==> config.mk <==
export PLATFORM = sky130hd
export DESIGN_NAME = fetch_unit
export DESIGN_NICKNAME = d
export VERILOG_FILES = /design/src/rtl/raisin64_pkg.sv /design/src/rtl/fetch_fifo.sv /design/src/rtl/fetch_unit.sv
export SDC_FILE = /design/constraint.sdc
export NUM_CORES = 1
export LEC_CHECK = 0
export ABC_AREA = 1
export CORE_MARGIN = 8
export CORE_UTILIZATION = 53
export DETAILED_ROUTE_END_ITERATION = 10
export MAX_ROUTING_LAYER = met4
export PLACE_DENSITY_LB_ADDON = 0.05
export SETUP_SLACK_MARGIN = 0.5
export SLEW_MARGIN = 15
export SYNTH_ARGS = -nofsm -noshare
export SYNTH_HDL_FRONTEND = slang
export SYNTH_SLANG_ARGS = --single-unit
export TNS_END_PERCENT = 1
==> constraint.sdc <==
create_clock -name clk -period 12.41 [get_ports clk]
set_input_delay 3.1025 -clock clk [delete_from_list [all_inputs] [get_ports clk]]
set_output_delay 3.1025 -clock clk [all_outputs]
set_load 0.005 [all_outputs]
==> src/rtl/raisin64_pkg.sv <==
// Shared definitions for the raisin64 front end: machine width, fetch FSM
// encodings and the prefetch buffer entry layout.
package raisin64_pkg;

    localparam int XLEN        = 64;
    localparam int INSTR_BYTES = 8;

    localparam logic [XLEN-1:0] DEFAULT_RESET_PC = 64'h0;

    localparam logic [1:0] ST_IDLE    = 2'd0;
    localparam logic [1:0] ST_REQ     = 2'd1;
    localparam logic [1:0] ST_DISCARD = 2'd2;

    typedef struct packed {
        logic [XLEN-1:0] pc;
        logic [XLEN-1:0] instr;
    } fetch_entry_t;

    // Clears the byte-offset bits so every fetch address is word aligned.
    function automatic logic [XLEN-1:0] align_pc(input logic [XLEN-1:0] pc);
        return pc & ~XLEN'(INSTR_BYTES - 1);
    endfunction

endpackage

==> src/rtl/fetch_fifo.sv <==
// Prefetch buffer holding {pc, instr} pairs between imem and decode.
// Flush takes priority over push/pop; the head reads as zero when empty.
module fetch_fifo
    import raisin64_pkg::*;
#(
    parameter int DEPTH = 2,
    localparam int AW   = $clog2(DEPTH),
    localparam int CW   = $clog2(DEPTH) + 1
) (
    input  logic          clk,
    input  logic          rst_n,
    input  logic          push,
    input  logic          pop,
    input  logic          flush,
    input  fetch_entry_t  wr_data,
    output fetch_entry_t  rd_data,
    output logic [CW-1:0] count
);

    fetch_entry_t  mem [DEPTH];
    logic [AW-1:0] wr_ptr;
    logic [AW-1:0] rd_ptr;
    logic          do_push;
    logic          do_pop;

    assign do_pop  = pop && (count != '0);
    assign do_push = push && ((count < CW'(DEPTH)) || do_pop);

    always_ff @(posedge clk) begin
        if (!rst_n || flush) begin
            wr_ptr <= '0;
            rd_ptr <= '0;
            count  <= '0;
        end else begin
            if (do_push) wr_ptr <= wr_ptr + 1'b1;
            if (do_pop)  rd_ptr <= rd_ptr + 1'b1;
            count <= count + CW'(do_push) - CW'(do_pop);
        end
    end

    // NOTE: storage is deliberately left without reset; only the pointers and
    // count need a known value, and the head output is gated while empty.
    always_ff @(posedge clk) begin
        if (do_push && !flush) mem[wr_ptr] <= wr_data;
    end

    assign rd_data = (count != '0) ? mem[rd_ptr] : '0;

endmodule

==> src/rtl/fetch_unit.sv <==
// Instruction fetch stage: sequential PC generation, single outstanding imem
// request, prefetch buffering and redirect handling with response discard.
module fetch_unit
    import raisin64_pkg::*;
#(
    parameter int              DEPTH    = 2,
    parameter logic [XLEN-1:0] RESET_PC = DEFAULT_RESET_PC
) (
    input  logic            clk,
    input  logic            rst_n,
    output logic [XLEN-1:0] imem_addr,
    output logic            imem_addr_valid,
    input  logic [XLEN-1:0] imem_data,
    input  logic            imem_data_valid,
    input  logic            redirect_valid,
    input  logic [XLEN-1:0] redirect_pc,
    output logic            if_valid,
    output logic [XLEN-1:0] if_instr,
    output logic [XLEN-1:0] if_pc,
    input  logic            if_ready
);

    localparam int CW = $clog2(DEPTH) + 1;

    logic [1:0]      state;
    logic [1:0]      state_d;
    logic [XLEN-1:0] fetch_pc;
    logic [XLEN-1:0] held_addr;

    logic            push;
    logic            pop;
    logic [CW-1:0]   count;
    logic [CW-1:0]   count_after;
    logic            room;
    fetch_entry_t    push_entry;
    fetch_entry_t    head;

    // A redirect flushes the buffer, so neither side of the FIFO may act on it.
    assign pop         = if_valid && if_ready && !redirect_valid;
    assign push        = (state == ST_REQ) && imem_data_valid && !redirect_valid;
    assign count_after = count + CW'(push) - CW'(pop);
    assign room        = count_after < CW'(DEPTH);

    // NOTE: every combinational output gets a default before the case so no
    // path through the block leaves a value unassigned (no latch).
    always_comb begin
        state_d = state;
        case (state)
            ST_IDLE: begin
                if (redirect_valid || room) state_d = ST_REQ;
            end
            ST_REQ: begin
                if (redirect_valid)
                    state_d = imem_data_valid ? ST_REQ : ST_DISCARD;
                else if (imem_data_valid)
                    state_d = room ? ST_REQ : ST_IDLE;
            end
            ST_DISCARD: begin
                if (imem_data_valid) state_d = ST_REQ;
            end
            default: state_d = ST_IDLE;
        endcase
    end

    // NOTE: state registers use non-blocking assignments so every flop samples
    // the pre-edge values of its neighbours.
    always_ff @(posedge clk) begin
        if (!rst_n) begin
            state     <= ST_IDLE;
            fetch_pc  <= RESET_PC;
            held_addr <= '0;
        end else begin
            state <= state_d;
            if (redirect_valid)
                fetch_pc <= align_pc(redirect_pc);
            else if (push)
                fetch_pc <= fetch_pc + XLEN'(INSTR_BYTES);
            // The abandoned request must keep its address until imem answers it.
            if (redirect_valid && (state == ST_REQ) && !imem_data_valid)
                held_addr <= fetch_pc;
        end
    end

    always_comb begin
        imem_addr_valid = 1'b0;
        imem_addr       = '0;
        case (state)
            ST_REQ: begin
                imem_addr_valid = 1'b1;
                imem_addr       = fetch_pc;
            end
            ST_DISCARD: begin
                imem_addr_valid = 1'b1;
                imem_addr       = held_addr;
            end
            default: ;
        endcase
    end

    assign push_entry = '{pc: fetch_pc, instr: imem_data};

    fetch_fifo #(
        .DEPTH(DEPTH)
    ) u_fifo (
        .clk     (clk),
        .rst_n   (rst_n),
        .push    (push),
        .pop     (pop),
        .flush   (redirect_valid),
        .wr_data (push_entry),
        .rd_data (head),
        .count   (count)
    );

    assign if_valid = (count != '0);
    assign if_pc    = head.pc;
    assign if_instr = head.instr;

endmodule

After elaboration in Yosys (flattened, before gate mapping)
Memories as Yosys holds them, arrays and structs flattened. A register that Yosys moved wholly into a read port is not among the register bits.
Index checks and enable logic that the tools add are counted.
{ "word_totals": {"ff_bits": 134, "latch_bits": 0, "mem_bits_rw": 256, "mem_bits_ro": 0, "inputBits": 133, "word_cells": 60, "memories": 1} }
{ "classes": {"addsub": 7, "mul": 0, "div": 0, "magnitude_cmp": 2, "n_eq_ne": 5, "n_shift": 0, "mux": 16, "bitwise_logic": 1, "n_reduce_logical": 21} }
{ "mem_list": {"columns": ["memory", "depth", "width", "rd", "rd_ports_with_merged_regs", "wr", "line_no", "rtl"], "rows": [
  ["u_fifo.mem", 2, 128, 1, 1, 1, "fetch_fifo.sv:20", "fetch_entry_t mem [DEPTH];"]
]} }
{ "op_table": {"columns": ["cell", "count"], "rows": [
  ["128-bit 2-to-1 mux", 1],
  ["64-bit 2-to-1 mux", 2],
  ["64-bit case mux with 2 select lines", 1],
  ["64-bit by 4-bit adder with 64-bit output, second input constant", 1],
  ["2-bit 2-to-1 mux", 5],
  ["1-bit logical AND", 9],
  ["1-bit 2-to-1 mux", 6],
  ["2-bit case mux with 3 select lines", 1],
  ["2-bit by 1-bit adder with 2-bit output", 2],
  ["2-bit < comparator, second input constant", 2],
  ["2-bit != test, second input constant", 2],
  ["2-bit nonzero test", 2],
  ["2-bit OR reduction", 2],
  ["2-bit by 1-bit subtractor with 2-bit output", 2],
  ["1-bit logical NOT", 3],
  ["1-bit logical OR", 3],
  ["3-bit != test, second input constant", 1],
  ["3-bit AND reduction", 1],
  ["1-bit adder, second input constant", 2],
  ["2-bit by 1-bit equality test with 1-bit output, second input constant", 1],
  ["2-bit equality test, second input constant", 1],
  ["2-bit logical NOT", 1],
  ["1-bit inverter", 1]
]} }

Logic depth before layout (Yosys ltp)
Gate-level depths: netlist of the first run.
{ "logic_depth": {"depth_word": 10, "ltp_mapped": 13, "mapped_depth_nobuf": 13} }

Hierarchy
A second synthesis of the first run with hierarchy kept.
{ "hier_totals": {"cells_unflattened": 1999, "area_unflattened_um2": 18022.3} }
{ "modules_own_cells": {"columns": ["module", "instances", "cells_per_inst", "area_each_um2"], "rows": [
  ["fetch_fifo", 1, 721, 10292.4],
  ["fetch_unit", 1, 1278, 7729.9]
]} }

Least setup slack after synthesis of the first run
OpenSTA, ideal clock, no wires.
{ "synth_timing": {"path_type": "input -> register", "startpoint": "input redirect_valid", "endpoint": "memory u_fifo.mem[1][0] in the netlist's numbering, enable pin", "arrival_ns": 9.005, "setup_slack_ns": 2.792, "path_stages": 7, "path_buffers": 2, "cell_sequence": "buf_2 inv_2 nand2_1 buf_2 a21oi_2 inv_1 nor2_1"} }
{ "synth_via": {"elab_chain_cells": 8} }
{ "synth_lines": {"columns": ["element", "line_no", "rtl"], "rows": [
  ["start, declared", "fetch_unit.sv:15", "input logic redirect_valid,"],
  ["1-bit logical NOT (*)", "fetch_unit.sv:39, fetch_unit.sv:40", null],
  ["1-bit logical AND", "fetch_unit.sv:39", "assign pop = if_valid && if_ready && !redirect_valid;"],
  ["1-bit logical AND", "fetch_fifo.sv:26", "assign do_pop = pop && (count != '0);"],
  ["1-bit logical OR", "fetch_fifo.sv:27", "assign do_push = push && ((count < CW'(DEPTH)) || do_pop);"],
  ["1-bit logical AND (*)", "fetch_fifo.sv:27", null],
  ["net u_fifo.do_push", "fetch_fifo.sv:23", "logic do_push;"],
  ["1-bit logical AND (*)", "fetch_fifo.sv:44", "if (do_push && !flush) mem[wr_ptr] <= wr_data;"],
  ["1-bit 2-to-1 mux (*)", "fetch_fifo.sv:44", null],
  ["1-bit 2-to-1 mux (implied by the code) (*)", "fetch_fifo.sv:44", null],
  ["end, declared", "fetch_fifo.sv:20", null]
]} }
Mark *: on every way through the listed nets, which the timed path passes. The rest lies on a longest branch.

Final worst setup path of the first run
{ "layout_timing": {"startpoint": "register state[0]", "endpoint": "output imem_addr[28]"} }
{ "layout_via": {"elab_chain_cells": 2} }
{ "layout_lines": {"columns": ["element", "line_no", "rtl"], "rows": [
  ["start, declared", "fetch_unit.sv:25", "logic [1:0] state;"],
  ["start signal, assigned", "fetch_unit.sv:73", "state <= state_d;"],
  ["2-bit equality test or 2-bit by 1-bit equality test with 1-bit output (tied branches)", "fetch_unit.sv:87", "case (state)"],
  ["64-bit case mux with 2 select lines (*)", "fetch_unit.sv:87", null],
  ["end, declared", "fetch_unit.sv:11", "output logic [XLEN-1:0] imem_addr,"]
]} }
Mark *: on every way between the ends. The rest lies on a longest branch, timed or not.

==> results of run 1 <==
cell usage after synthesis:
cell | count | area share [%]
ha_1 | 8 | 0.57
a31oi_1 | 11 | 0.39
clkbuf_1 | 72 | 1.5
a21oi_2 | 3 | 0.15
nor2_8 | 1 | 0.11
nor2_2 | 6 | 0.21
a21oi_1 | 251 | 7.1
xor2_1 | 4 | 0.20
nand2_2 | 14 | 0.50
or2_2 | 1 | 0.036
nor3_1 | 7 | 0.20
inv_1 | 133 | 2.8
edfxtp_1 | 250 | 43
a221oi_1 | 1 | 0.050
inv_2 | 6 | 0.13
buf_4 | 9 | 0.38
nand3_2 | 1 | 0.057
nor2_1 | 180 | 3.8
nand2_1 | 701 | 15
nor2_4 | 10 | 0.64
nor3_2 | 1 | 0.057
nand4_1 | 13 | 0.46
nand2_4 | 3 | 0.19
clkinv_2 | 1 | 0.028
o21ai_0 | 80 | 2.3
xnor2_1 | 4 | 0.20
buf_2 | 20 | 0.57
buf_1 | 17 | 0.36
dfxtp_1 | 129 | 15
o211ai_1 | 6 | 0.26
o21ai_1 | 7 | 0.20
a211oi_1 | 51 | 2.2
a31o_2 | 1 | 0.050
conb_1 | 1 | 0.021
nand3_1 | 58 | 1.7
clkinv_1 | 7 | 0.15
inv_4 | 1 | 0.036
how the worst max path moves through the flow:
stage,start,to,slack (ps),cells after the start
after detailed placement,imem_data_valid,u_fifo.mem[0][44],5510,9
after floorplan,redirect_valid,u_fifo.mem[1][0],2790,7
final,state[0],imem_addr[28],5800,6
after global placement,imem_data_valid,u_fifo.mem[1][25],5580,9
after global routing,state[0],imem_addr[34],5570,6
after CTS,state[0],imem_addr[34],5820,6
cell families (layout without fill, tap and decap cells):
logic type	count (synthesis)	count (layout)	synth area share (%)
AOI/OAI and AO/OA	411	411	12.7
xor gates and xnor gates	8	8	0.398
adders and majority gates	8	8	0.569
buffers and inverters	266	553	6.03
DFF	379	379	57.4
other	1	6	0.0213
and+or+nand+nor	996	996	22.9
metrics by stage:
stage / setup WS, ps / power [W] / util [%]
6_report: 5800 / 0.00289 / 68.1
3_3_place_gp: 5580 / 0.00177 / 64.4
2_1_floorplan: 2790 / 0.00163 / -
4_1_cts: 5820 / 0.00290 / 68.1
5_1_grt: 5570 / 0.00299 / 68.1
3_5_place_dp: 5510 / 0.00177 / 64.4
flip-flops by register name (all words and copies together) (netlist names), named ones only:
register and cells:
u_fifo.mem 250, fetch_pc 61, held_addr 61, state 2
u_fifo.count 2, u_fifo.rd_ptr 1, u_fifo.wr_ptr 1
area by class of cell:
type                            count  area (µm²)
Sequential cell                   379       10100
Clock inverter                     17         151
Tap cell                          442         553
Timing Repair Buffer              334        3300
Inverter                          148         562
Clock buffer                       54        1070
Multi-Input combinational cell   1429        6490
Fill cell                        2642       10400
metal layers:
metal  vias up  part of all wire [%]
met5         -                     0
met4         0                   3.6
met3       111                   8.1
met2       616                    47
met1      7197                    42
li1       7386                     -
where the power goes:
part,internal [W],total (W),switching (W)
Sequential,0.00140,0.00145,0.0000462
Clock,0.000650,0.00114,0.000486
Combinational,0.000116,0.000308,0.000192
Total,0.00216,0.00289,0.000724
worst max-delay path, stage by stage, from the launching register on:
cell             delay [ps]
dfxtp_1                 390
inv_1                    90
ha_1                    300
clkinv_1                560
buf_4                   550
a21oi_1                 460
clkdlybuf4s50_1         600
==> impl_results.md, run 1 <==
- Required time of the worst setup path: 9310 ps
- Htree depth: 2
- Detail-routed via count per cell: 5.46
- Beginning of the worst register-to-register path: state[1]
- Critical path startpoint category: flop
- Clock tree from TritonCTS: done
- Register bit total from synthesis: between 300 and 400
- Origin of the worst min-delay path: held_addr[32]
- Core ar.: 32600 µm²
- Routed Antenna Nets: 0
- Global-route track usage on met2: between 40% and 50%
- End point of the most critical hold path: held_addr[32]
- GP Congestion: ~0.96
- Layout overhead on the synthesized area: 26.4%
- Headroom to the max-slew limit: 29.4%
- Clk buf depth: 3
- Maximum number of pins on one net before global-route repair: 91
- Post-Layout Cell Count: about 2800
- Count of different cell masters after synthesis: 37
- Post-synthesis cell count: 2069
- Clk Latency, worst-skew pair: between 500 and 600 ps
- Max-slew violations: 0
- Status: complete, no violations
- CTS-repair resized insts: 0
- Post-cts hold buffer count: 0
- Post-layout nets: 2472
- Number of sinks handled by clock tree synthesis: 379
- Total placed cells including tap cells: 2732
- Die Area: 39300 µm²
- Post-synthesis sequential area ratio: 57.4%
- Ratio of final minimum period to clock period: 53.3%
- Crit Path Max Fanout: 38
- Routed length per placed instance: 19.6 µm
- Area after DPL: 21000 µm²
- Overall Global Routing Usage: between 20% and 30%
- Routing usage on met3: 4.40%
- Die span in y: 198 µm
- Average size of a mapped cell: around 8.5 µm²
- WHS Path Cells: 2
- Final antenna diode count: 0
- Final sum of negative setup slack: 0 ps
- Die width: 198 µm
- Count of input and output buffers: 317
- RSZ-0062 raised after global routing: no
- Worst Setup End Kind: output pin
- Post-Syn Area: approximately 18000 µm²
- Remaining routing DRC violations: 0
- Final critical delay including setup and external delays: 6610 ps
- Highest-count cells in the layout ignoring fill and taps: 701 x nand2_1, 316 x clkdlybuf4s50_1, 251 x a21oi_1, 250 x edfxtp_1, 177 x nor2_1
- Initial cell density of the core: between 50% and 60%
- Reg clk slew, reported paths: 60 ps
- Final setup fails: 0
- Critical R2R Capture: u_fifo.mem[0][46]
- Clock tree root buffer cell: clkbuf_16
- Worst supply voltage drop on vdd: 0.105 mV
- Max Clock Skew: 19.0 ps
- Iteration-0 DRC Markers: approximately 1300
- Number of global-route vias before repair: 14700
- Met1 Resource Use GR: a little over a third
- Reg2Reg Depth: 11
- WHS: ~470 ps
- Via count: 15300
- Yosys warns: 0
- Initial antenna violation count: 0
- Number of CTS-inserted buffers: 39
- Commonest non-fill, non-tap cell in the layout: nand2_1
- Half-perimeter wire length of the detailed placement result: 38300 µm
- Router iterations before antenna repair: 6
- Count of max-cap constraint violations: 0
- Row count: 66
- Final number of hold-violating endpoints: 0
- Worst reg-to-reg setup slack: 7600 ps
- Wire length of the first global-routing pass: 83200 µm
- Arrival time worst endpoint: 3510 ps
- Busiest metal layer after global routing: met2
- Proportion of layout cells with a drive suffix above 1: 5.42%
- Num ports: 327
- Slew at the pin closest to its max-slew limit: 1060 ps
- Non-Filler Cell Area, Final: 22200 µm²
- Overall routed net length: approximately 55000 µm
- Highest clock rate: 0.151 GHz
- Leakage power summed over all cells: 7.74 nW
- Post-CTS Setup Inserts: 0
- Worst Hold Class: reg2reg
- CP Class: reg2out
- Total global routing overflow: 0
- Power density over the cells: 130 nW/µm²
Note: power is estimated with default switching activity, not from simulation.
==> inputs of run 2 (changes only) <==
--- a/config.mk
+++ b/config.mk
@@ -7,7 +7,7 @@
 export LEC_CHECK = 0
 export ABC_AREA = 1
 export CORE_MARGIN = 8
-export CORE_UTILIZATION = 53
+export CORE_UTILIZATION = 48
 export DETAILED_ROUTE_END_ITERATION = 10
 export MAX_ROUTING_LAYER = met4
 export PLACE_DENSITY_LB_ADDON = 0.05
==> constraint.sdc (replaced) <==
create_clock -name clk -period 5.5 [get_ports clk]
set_input_delay 1.375 -clock clk [delete_from_list [all_inputs] [get_ports clk]]
set_output_delay 1.375 -clock clk [all_outputs]
set_load 0.005 [all_outputs]
==> run 2 against run 1 <==
Net effect:
- sequential power grew 120%
- combinational power grew 130%
- count of clock-buffer cells in the layout grew 4
- non-clock buffer count grew 5
- critical path type unchanged
- largest power group unchanged
- highest routed layer unchanged
==> impl_results.md, run 2 (synthesis gave the netlist of run 1 again) <==
- Final sum of negative setup slack: 0 ps (unchanged)
- Headroom to the max-slew limit: 29.7% (was 29.4%)
- Slew at the pin closest to its max-slew limit: 1050 ps (was 1060 ps)
- Max-slew violations: 0 (unchanged)
- Commonest non-fill, non-tap cell in the layout: nand2_1 (unchanged)
- Clk buf depth: 3 (unchanged)
- Worst reg-to-reg setup slack: 1830 ps (was 7600 ps)
- Reg2Reg Depth: 9 (was 11)
- Count of max-cap constraint violations: 0 (unchanged)
- Post-CTS Setup Inserts: 0 (unchanged)
- Initial cell density of the core: 48.4% (was 53.9%)
- Top Registers: u_fifo.mem x250, fetch_pc x61, held_addr x61 (unchanged)
- Htree depth: 2 (unchanged)
- Via count: 15200 (was 15300)
- Final number of hold-violating endpoints: 0 (unchanged)
- GP Congestion: 0.931 (was 0.960)
- Busiest metal layer after global routing: met2 (unchanged)
- Router iterations before antenna repair: 7 (was 6)
- Post-cts hold buffer count: 0 (unchanged)
- Top reg by flops: u_fifo.mem (unchanged)
- Maximum number of pins on one net before global-route repair: 106 (was 91)
- Overall Global Routing Usage: 26.7% (was 27.8%)
- Half-perimeter wire length of the detailed placement result: 40100 µm (was 38300 µm)
- Number of sinks handled by clock tree synthesis: 379 (unchanged)
- Total placed cells including tap cells: 2763 (was 2732)
- Overall routed net length: 57300 µm (was 54900 µm)
- Origin of the worst min-delay path: held_addr[31] (was held_addr[32])
- Number of CTS-inserted buffers: 41 (was 39)
- Core ar.: 36300 µm² (was 32600 µm²)
- RSZ-0062 raised after global routing: no (unchanged)
- Clk Latency, worst-skew pair: 570 ps (was 530 ps)
- Buffering stage count on the worst path with inverters included: 2 (was 4)
- Final setup fails: 0 (unchanged)
- Critical path startpoint category: flop (unchanged)
- Global-route track usage on met2: 42.2% (was 43.7%)
- Worst Hold Class: reg2reg (unchanged)
- Proportion of layout cells with a drive suffix above 1: 6.07% (was 5.42%)
- Beginning of the worst register-to-register path: state[1] (unchanged)
- Worst supply voltage drop on vdd: 0.249 mV (was 0.105 mV)
- Gate family responsible for the most delay along the worst path: buffers and inverters (unchanged)
- Num ports: 327 (unchanged)
- Post-Layout Cell Count: 2839 (was 2803)
- Post-route core utilization: 62.1% (was 68.1%)
- Cell with the biggest individual delay on the critical path: buf_4 (was clkdlybuf4s50_1)
- Largest incremental delay on the critical path: 850 ps (was 600 ps)
- Power density over the cells: 305 nW/µm² (was 130 nW/µm²)
- Row count: 70 (was 66)
- CTS-repair resized insts: 0 (unchanged)
- Highest clock rate: 0.224 GHz
- Critical R2R Capture: u_fifo.mem[0][120] (was u_fifo.mem[0][46])
- Final critical delay including setup and external delays: 4460 ps
- Largest register FFs: 250 (unchanged)
- Iteration-0 DRC Markers: 1171 (was 1327)
- Total global routing overflow: 0 (unchanged)
- Status: complete, no violations (unchanged)
- Count of input and output buffers: 317 (unchanged)
- Final antenna diode count: 0 (unchanged)
- Reg clk slew, reported paths: 60 ps (about the same)
- Detail-routed via count per cell: 5.36 (was 5.46)
- Leakage power summed over all cells: 7.90 nW (was 7.74 nW)
- End point of the most critical hold path: held_addr[31] (was held_addr[32])
- Max Clock Skew: 13.9 ps (was 19.0 ps)
- Arrival time worst endpoint: 3090 ps (was 3510 ps)
- Layout overhead on the synthesized area: 28.4% (was 26.4%)
- Met1 Resource Use GR: 35.2% (was 36.2%)
- Routing usage on met3: 4.60% (was 4.40%)
- Post-layout nets: 2479 (was 2472)
- Routed Antenna Nets: 0 (unchanged)
- Die span in y: 207 µm (was 198 µm)
- Clock tree from TritonCTS: done (unchanged)
- Clock tree root buffer cell: clkbuf_16 (unchanged)
- Die width: 207 µm (was 198 µm)
- Wire length of the first global-routing pass: 88100 µm (was 83200 µm)
- Crit Path Max Fanout: 90 (was 38)
- WHS Path Cells: 2 (unchanged)
- Ratio of final minimum period to clock period: 81.2%
- Number of global-route vias before repair: 14700 (about the same)
- Remaining routing DRC violations: 0 (unchanged)
- Initial antenna violation count: 0 (unchanged)
- Required time of the worst setup path: 4120 ps (was 9310 ps)
- Worst Setup End Kind: output pin (unchanged)
- Series of cell instances along the critical path: buf_4 > nand2_1 > a21oi_1 > clkdlybuf4s50_1 (was inv_1 > ha_1 > clkinv_1 > buf_4 > a21oi_1 > clkdlybuf4s50_1)
- Highest-count cells in the layout ignoring fill and taps: 701 x nand2_1, 316 x clkdlybuf4s50_1, 251 x a21oi_1, 250 x edfxtp_1, 177 x nor2_1 (unchanged)
- Die Area: 43000 µm² (was 39300 µm²)
- CP Class: reg2out (unchanged)
- Routed length per placed instance: 20.2 µm (was 19.6 µm)
==> run 2: cell count changes in the layout (fill, tap and decap cells not counted), sizes merged <==
cell      before  now
bufinv         2    5
clkbuf        54   58
clkinv        20   19
clkinvlp       2    1
buf           18   23
==> run 2: power by group <==
group          internal [W]  total, W  switching (W)  leakage (nW)
registers           0.00316   0.00326       0.000104          3.35
logic              0.000276  0.000714       0.000438          3.85
clock network       0.00175   0.00291        0.00115         0.703
==> run 2: how the worst max path moves through the flow <==
stage	start	cells after the start	slack (ps)	to
floorplan	redirect_valid	7	-260	u_fifo.mem[1][0]
global placement	imem_data_valid	8	1280	u_fifo.mem[0][124]
detailed placement	imem_data_valid	8	1260	u_fifo.mem[0][81]
CTS	flop	4	1000	if_instr[55]
global route	flop	4	840	if_pc[58]
finish	flop	4	1040	if_instr[55]
==> run 2: tightest hold or removal path: stages, from the launching register on <==
cell     delay (ps)
dfxtp_1         310
nand2_1          60
a21oi_1          50
==> run 2: through the flow <==
step	hold WS (ps)	worst slack, ps	instance area (µm²)	total power [W]
finish	462	1040	22600	0.00688
global route	480	838	22600	0.00711
CTS	463	995	22600	0.00693
detailed placement	456	1260	21200	0.00403
global placement	448	1280	21200	0.00402
floorplan	427	-255	17600	0.00367
==> run 2: final cells by class <==
| cell class | count | area [µm²] |
|---|---|---|
| Fill cell | 3155 | 13800 |
| Sequential cell | 379 | 10100 |
| Multi-Input combinational cell | 1429 | 6500 |
| Timing Repair Buffer | 339 | 3420 |
| Clock buffer | 58 | 1190 |
| Tap cell | 468 | 586 |
| Inverter | 148 | 563 |
| Clock inverter | 18 | 239 |
==> run 2: routing by layer <==
layer / routed length (µm) / vias up
met3: 3640 / 81
met1: 25600 / 7232
met5: 0 / -
li1: - / 7390
met2: 26700 / 518
met4: 1390 / 0
==> inputs of run 3 (changes only) <==
--- a/config.mk
+++ b/config.mk
@@ -7,7 +7,7 @@
 export LEC_CHECK = 0
 export ABC_AREA = 1
 export CORE_MARGIN = 8
-export CORE_UTILIZATION = 48
+export CORE_UTILIZATION = 53
 export DETAILED_ROUTE_END_ITERATION = 10
 export MAX_ROUTING_LAYER = met4
 export PLACE_DENSITY_LB_ADDON = 0.05
==> constraint.sdc (replaced) <==
create_clock -name clk -period 4.5 [get_ports clk]
set_input_delay 1.125 -clock clk [delete_from_list [all_inputs] [get_ports clk]]
set_output_delay 1.125 -clock clk [all_outputs]
set_load 0.005 [all_outputs]
==> run 3 against run 2 <==
Net effect:
- clock skew increased by 16 ps
- utilization grew 6.9 points
- global-route usage is 2.0 points higher
- via count up 1.7%
- sequential share of layout area grew 0.12 points
- critical path depth rose by 2
- count of clock-buffer cells in the layout is 5 lower
- combinational power grew 26%
- sequential power grew 22%
- clock power rose by 8.2%
- final cell count fell by 0.63%
- total power increased by 17%
==> impl_results.md, run 3 (synthesis gave the netlist of run 1 again) <==
- Remaining routing DRC violations: 0 (unchanged)
- Commonest non-fill, non-tap cell in the layout: nand2_1 (unchanged)
- Leakage power summed over all cells: 7.89 nW (was 7.90 nW)
- Overall routed net length: 56300 µm (was 57300 µm)
- Half-perimeter wire length of the detailed placement result: 40100 µm (about the same)
- Met2 Routed Length: 26700 µm (about the same)
- Headroom to the max-slew limit: 50.4% (was 29.7%)
- Number of global-route vias before repair: 15000 (was 14700)
- Worst Hold Class: reg2reg (unchanged)
- Total global routing overflow: 0 (unchanged)
- Post-layout worst setup margin: 559 ps (was 1040 ps)
- Max layer used: met4 (unchanged)
- Row count: 66 (was 70)
- Worst setup timing slack at the placement stage: 985 ps (was 1260 ps)
- Detailed route wirelength on metal3: 4380 µm (was 3640 µm)
- Status: complete, no violations (unchanged)
- Clk buf depth: 3 (unchanged)
- Die width: 198 µm (was 207 µm)
- Proportion of layout cells with a drive suffix above 1: 6.14% (was 6.07%)
- Worst supply voltage drop on vdd: 0.372 mV (was 0.249 mV)
- Final number of hold-violating endpoints: 0 (unchanged)
- Arrival time worst endpoint: 2820 ps (was 3090 ps)
- Top Registers: u_fifo.mem x250, fetch_pc x61, held_addr x61 (unchanged)
- GP Congestion: 0.973 (was 0.931)
- Slew at the pin closest to its max-slew limit: 742 ps (was 1050 ps)
- Max Clock Skew: 29.9 ps (was 13.9 ps)
- Top reg by flops: u_fifo.mem (unchanged)
- Maximum number of pins on one net before global-route repair: 81 (was 106)
- Worst Setup End Kind: output pin (unchanged)
- Initial antenna violation count: 0 (unchanged)
- Die Area: 39300 µm² (was 43000 µm²)
- Iteration-0 DRC Markers: 1518 (was 1171)
- Reg clk slew, reported paths: 70 ps (was 60 ps)
- Largest register FFs: 250 (unchanged)
- Power density over the cells: 357 nW/µm² (was 305 nW/µm²)
- Core ar.: 32600 µm² (was 36300 µm²)
- Count of input and output buffers: 317 (unchanged)
- Detail-routed via count per cell: 5.49 (was 5.36)
- Highest clock rate: 0.254 GHz
- Clock tree root buffer cell: clkbuf_16 (unchanged)
- Post-layout nets: 2488 (was 2479)
- Layout overhead on the synthesized area: 28.1% (was 28.4%)
- Die span in y: 198 µm (was 207 µm)
- Clock tree from TritonCTS: done (unchanged)
- Num ports: 327 (unchanged)
- Number of CTS-inserted buffers: 40 (was 41)
- Ratio of final minimum period to clock period: 87.6%
- Wire length of the first global-routing pass: 85800 µm (was 88100 µm)
- Htree depth: 2 (unchanged)
- Via count: 15500 (was 15200)
- Post-Route M1 WL: 23800 µm (was 25600 µm)
- Overall Global Routing Usage: 28.6% (was 26.7%)
- Final critical delay including setup and external delays: a little under 4000 ps
- Crit Path Max Fanout: 16 (was 90)
- CP Class: reg2out (unchanged)
- RSZ-0062 raised after global routing: yes (was no)
- Routed Antenna Nets: 0 (unchanged)
- Initial cell density of the core: 53.9% (was 48.4%)
- Clk Latency, worst-skew pair: 540 ps (was 570 ps)
- Highest-count cells in the layout ignoring fill and taps: 700 x nand2_1, 316 x clkdlybuf4s50_1, 251 x a21oi_1, 250 x edfxtp_1, 177 x nor2_1 (was 701 x nand2_1, 316 x clkdlybuf4s50_1, 251 x a21oi_1, 250 x edfxtp_1, 177 x nor2_1)
- Required time of the worst setup path: 3380 ps (was 4120 ps)
- Number of sinks handled by clock tree synthesis: 379 (unchanged)
- Routed length per placed instance: 20.0 µm (was 20.2 µm)
- Max-slew violations: 0 (unchanged)
- Router iterations before antenna repair: 7 (unchanged)
- Critical path startpoint category: flop (unchanged)
- Final setup fails: 0 (unchanged)
- Final sum of negative setup slack: 0 ps (unchanged)
- Count of max-cap constraint violations: 0 (unchanged)
==> run 3: power breakdown <==
part | leakage (nW) | switching (W) | internal (W)
sequential | 3.35 | 0.000127 | 0.00386
clock | 0.610 | 0.00134 | 0.00181
combinational | 3.93 | 0.000542 | 0.000358
==> run 3: repair_timing <==
| action | CTS | global route |
|---|---|---|
| buffers inserted | 0 | 0 |
| hold buffers | 0 | 0 |
| setup endpoints to repair | 0 | 1 |
| resized for setup | 0 | 0 |
==> run 3: cell type report <==
| type | instances | area (µm²) |
|---|---|---|
| Antenna cell | 1 | 2.50 |
| Clock buffer | 53 | 1080 |
| Clock inverter | 20 | 159 |
| Fill cell | 2578 | 10100 |
| Inverter | 148 | 564 |
| Multi-Input combinational cell | 1429 | 6500 |
| Sequential cell | 379 | 10100 |
| Tap cell | 442 | 553 |
| Timing Repair Buffer | 349 | 3570 |
==> run 3: worst paths after layout <==
| check | slack [ps] | endpoint | startpoint | depth (start not counted) |
|---|---|---|---|---|
| worst max-delay path | 560 | imem_addr[36] | state[0] | 6 |
| worst min-delay path | 470 | held_addr[33] | held_addr[33] | 2 |
| worst max register to register | 1300 | u_fifo.mem[0][81] | state[0] | 9 |
| worst min register to register | 470 | held_addr[33] | held_addr[33] | 2 |
==> run 3: critical path, stage by stage, from the launching register on <==
cell and delay, ps:
dfxtp_1 390, inv_1 90, ha_1 320, clkinv_1 280
buf_4 320, a21oi_1 290, clkdlybuf4s50_1 580
==> run 3: routing by layer <==
metal  vias to the layer above  track usage, %
met4                         0            7.72
met2                       639            46.1
met5                         -               -
met3                        92            3.60
met1                      7310            38.0
li1                       7434               -
==> run 3: through the flow <==
stage | power (W) | instance area (µm²) | std cells | hold WS [ps] | utilization [%]
global placement | 0.00491 | 21300 | 2747 | 449 | 65.3
floorplan | 0.00448 | 17600 | 2074 | 427 | -
global route | 0.00830 | 22500 | 2820 | 488 | 69.1
CTS | 0.00805 | 22500 | 2820 | 468 | 69.1
finish | 0.00803 | 22500 | 2821 | 468 | 69.1
detailed placement | 0.00494 | 21300 | 2747 | 454 | 65.3
==> edit (flow settings as in run 1) <==
Make the reset (`rst_n`) asynchronous in one clocked block.
--- a/src/rtl/fetch_unit.sv
+++ b/src/rtl/fetch_unit.sv
@@ -66,3 +66,3 @@
     // the pre-edge values of its neighbours.
-    always_ff @(posedge clk) begin
+    always_ff @(posedge clk or negedge rst_n) begin
         if (!rst_n) begin
Check against the original RTL: differs if rst_n is asserted again (counterexample within 4 cycles, from zero or initial values and one cycle with rst_n low); with rst_n held inactive, the same outputs for 4 cycles.
==> edit against run 1 <==
- first-iteration DRC count shrank 6.4%
- routed wire length shrank 4.8%
- die area shrank 0.94%
- sequential share of layout area grew 2.7 points
- synthesized area shrank 1.0%
- sequential cell count is the same
- setup slack lost 760 ps
- final area grew 0.16%
- critical endpoint is now u_fifo.mem[1][126]
Power is not compared: it rests on default switching activity, and its combinational part moved more than twofold at a synthesized area within 25%.
==> edit: results (changes against run 1) <==
[layout]
area_delta_synth_final_pct = 27.87
multi_input_cells = 1335  ; -6.6%
layout-drive-gt1-share = 0.04420  ; -0.01002
inverters = 120  ; -19%
clkCellAreaFrac = 0.06048  ; +0.005419
multi_input_area_share = 0.2650  ; -0.02723
final_net_count = 2350  ; -4.9%
buf_share = 0.1479  ; -0.0003535
fillCellCount = 2517  ; -4.7%
layout.cells.non_filler = 2682  ; -4.3%
clkbuf_count = 56  ; +3.7%
regArea_um2 = 10710  ; +6.1%

[worst_setup_path]
r2r_slack_ps = 6760  ; -840 ps
end_kind = register
r2r-end = u_fifo.mem[1][126]
worstPathMaxFanout = 57  ; +50%
reg2regPathDepth = 12  ; +1
crit_arrival_ps = 7520  ; +4010 ps
cp-startpoint = imem_data_valid
r2r_start = state[1]

[timing]
clock_skew_ps = 14.64  ; -4.366 ps
timing.hold.ws_ps = 469.4  ; +3.059 ps
relSlewSlack = 0.2918  ; -0.002570
fin_ws_ps = 5042  ; -757.9 ps

[global_routing]
grt_max_degree = 93  ; +2.2%
antenna_found_initial = 0  ; unchanged
grt_use_total = 0.2679  ; -0.009984
grt_pass1_vias = 14037  ; -4.2%
grt_first_pass_wirelength_mm = 79.81  ; -4.1%

[clocking]
cts_sinks = 379  ; unchanged
clk_latency_ps = 530  ; about the same
cts_max_path_buffers = 3  ; unchanged

[placement]
dpl.hpwl_mm = 35.69  ; -6.7%
gp_congestion = 0.9515  ; -0.90%
dp.cells = 2610  ; -4.5%
dpl_cell_area_um2 = 20910  ; -0.41%

[yosys]
yosysSeqAreaShare = 0.6153  ; +0.04159
ys_types = 34  ; -8.1%
synth_commonest_cells = nand2_1, edfxtp_1, a21oi_1
synth.area.top_cells = edfxtp_1, dfrtp_1, nand2_1, a21oi_1, nor2_1
syn_avg_cell_area_um2 = 9.038  ; +6.3%
synthArstFlopShare = 0.3272  ; +0.3272

[worst_hold_path]
hold_path_startpoint = u_fifo.rd_ptr

[routing]
wl_per_cell_um = 19.47  ; -0.51%
first_pass_iters = 5  ; -1
drt_iter0_drc = 1242  ; -6.4%

[floorplan]
rows = 66  ; unchanged

[status]
outcome = complete, no violations

[edit: cell count changes after synthesis, sizes merged, moves of 27 or more]
| cell | change |
|---|---|
| dfrtp | +124 |
| dfxtp | -124 |
| nor2 | -66 |
| a21oi | -58 |
| a211oi | -51 |
| nand2 | +33 |
| buf | -27 |
[edit: worst max-delay path: stages]
cell and delay (ps):
clkdlybuf4s50_1 540, nand2_1 210, nor2_2 140, buf_4 450, inv_1 370, a21oi_1 340, inv_1 170, nor2_4 790
buf_4 590, buf_4 730
[edit: power by group through the flow]
stage	combinational, mW	sequential, mW	clock, mW
2_1_floorplan	0.482	1.71	0
3_3_place_gp	0.868	1.75	0
3_5_place_dp	0.888	1.76	0
4_1_cts	0.896	1.74	1.24
5_1_grt	0.983	1.77	1.29
6_report	0.888	1.74	1.22
[edit: layer usage]
| layer | GRT usage | wire [um] | vias up |
|---|---|---|---|
| li1 | - | - | 6919 |
| met5 | - | 0 | - |
| met1 | 0.3622 | 22470 | 6980 |
| met3 | 0.03407 | 3475 | 105 |
| met2 | 0.4167 | 24590 | 581 |
| met4 | 0.09083 | 1683 | 0 |
[edit: kinds of logic (layout without fill, tap and decap cells)]
| group | after synthesis | in the layout | synth area share |
|---|---|---|---|
| other | 1 | 6 | 0.0002154 |
| flip-flops | 379 | 379 | 0.6153 |
| AO/OA/AOI/OAI | 321 | 321 | 0.09603 |
| adder cells (fa/ha/maj) | 8 | 8 | 0.005750 |
| buffers and inverters | 217 | 526 | 0.04866 |
| XOR/XNOR | 28 | 28 | 0.01409 |
| AND/OR/NAND/NOR | 972 | 972 | 0.2200 |
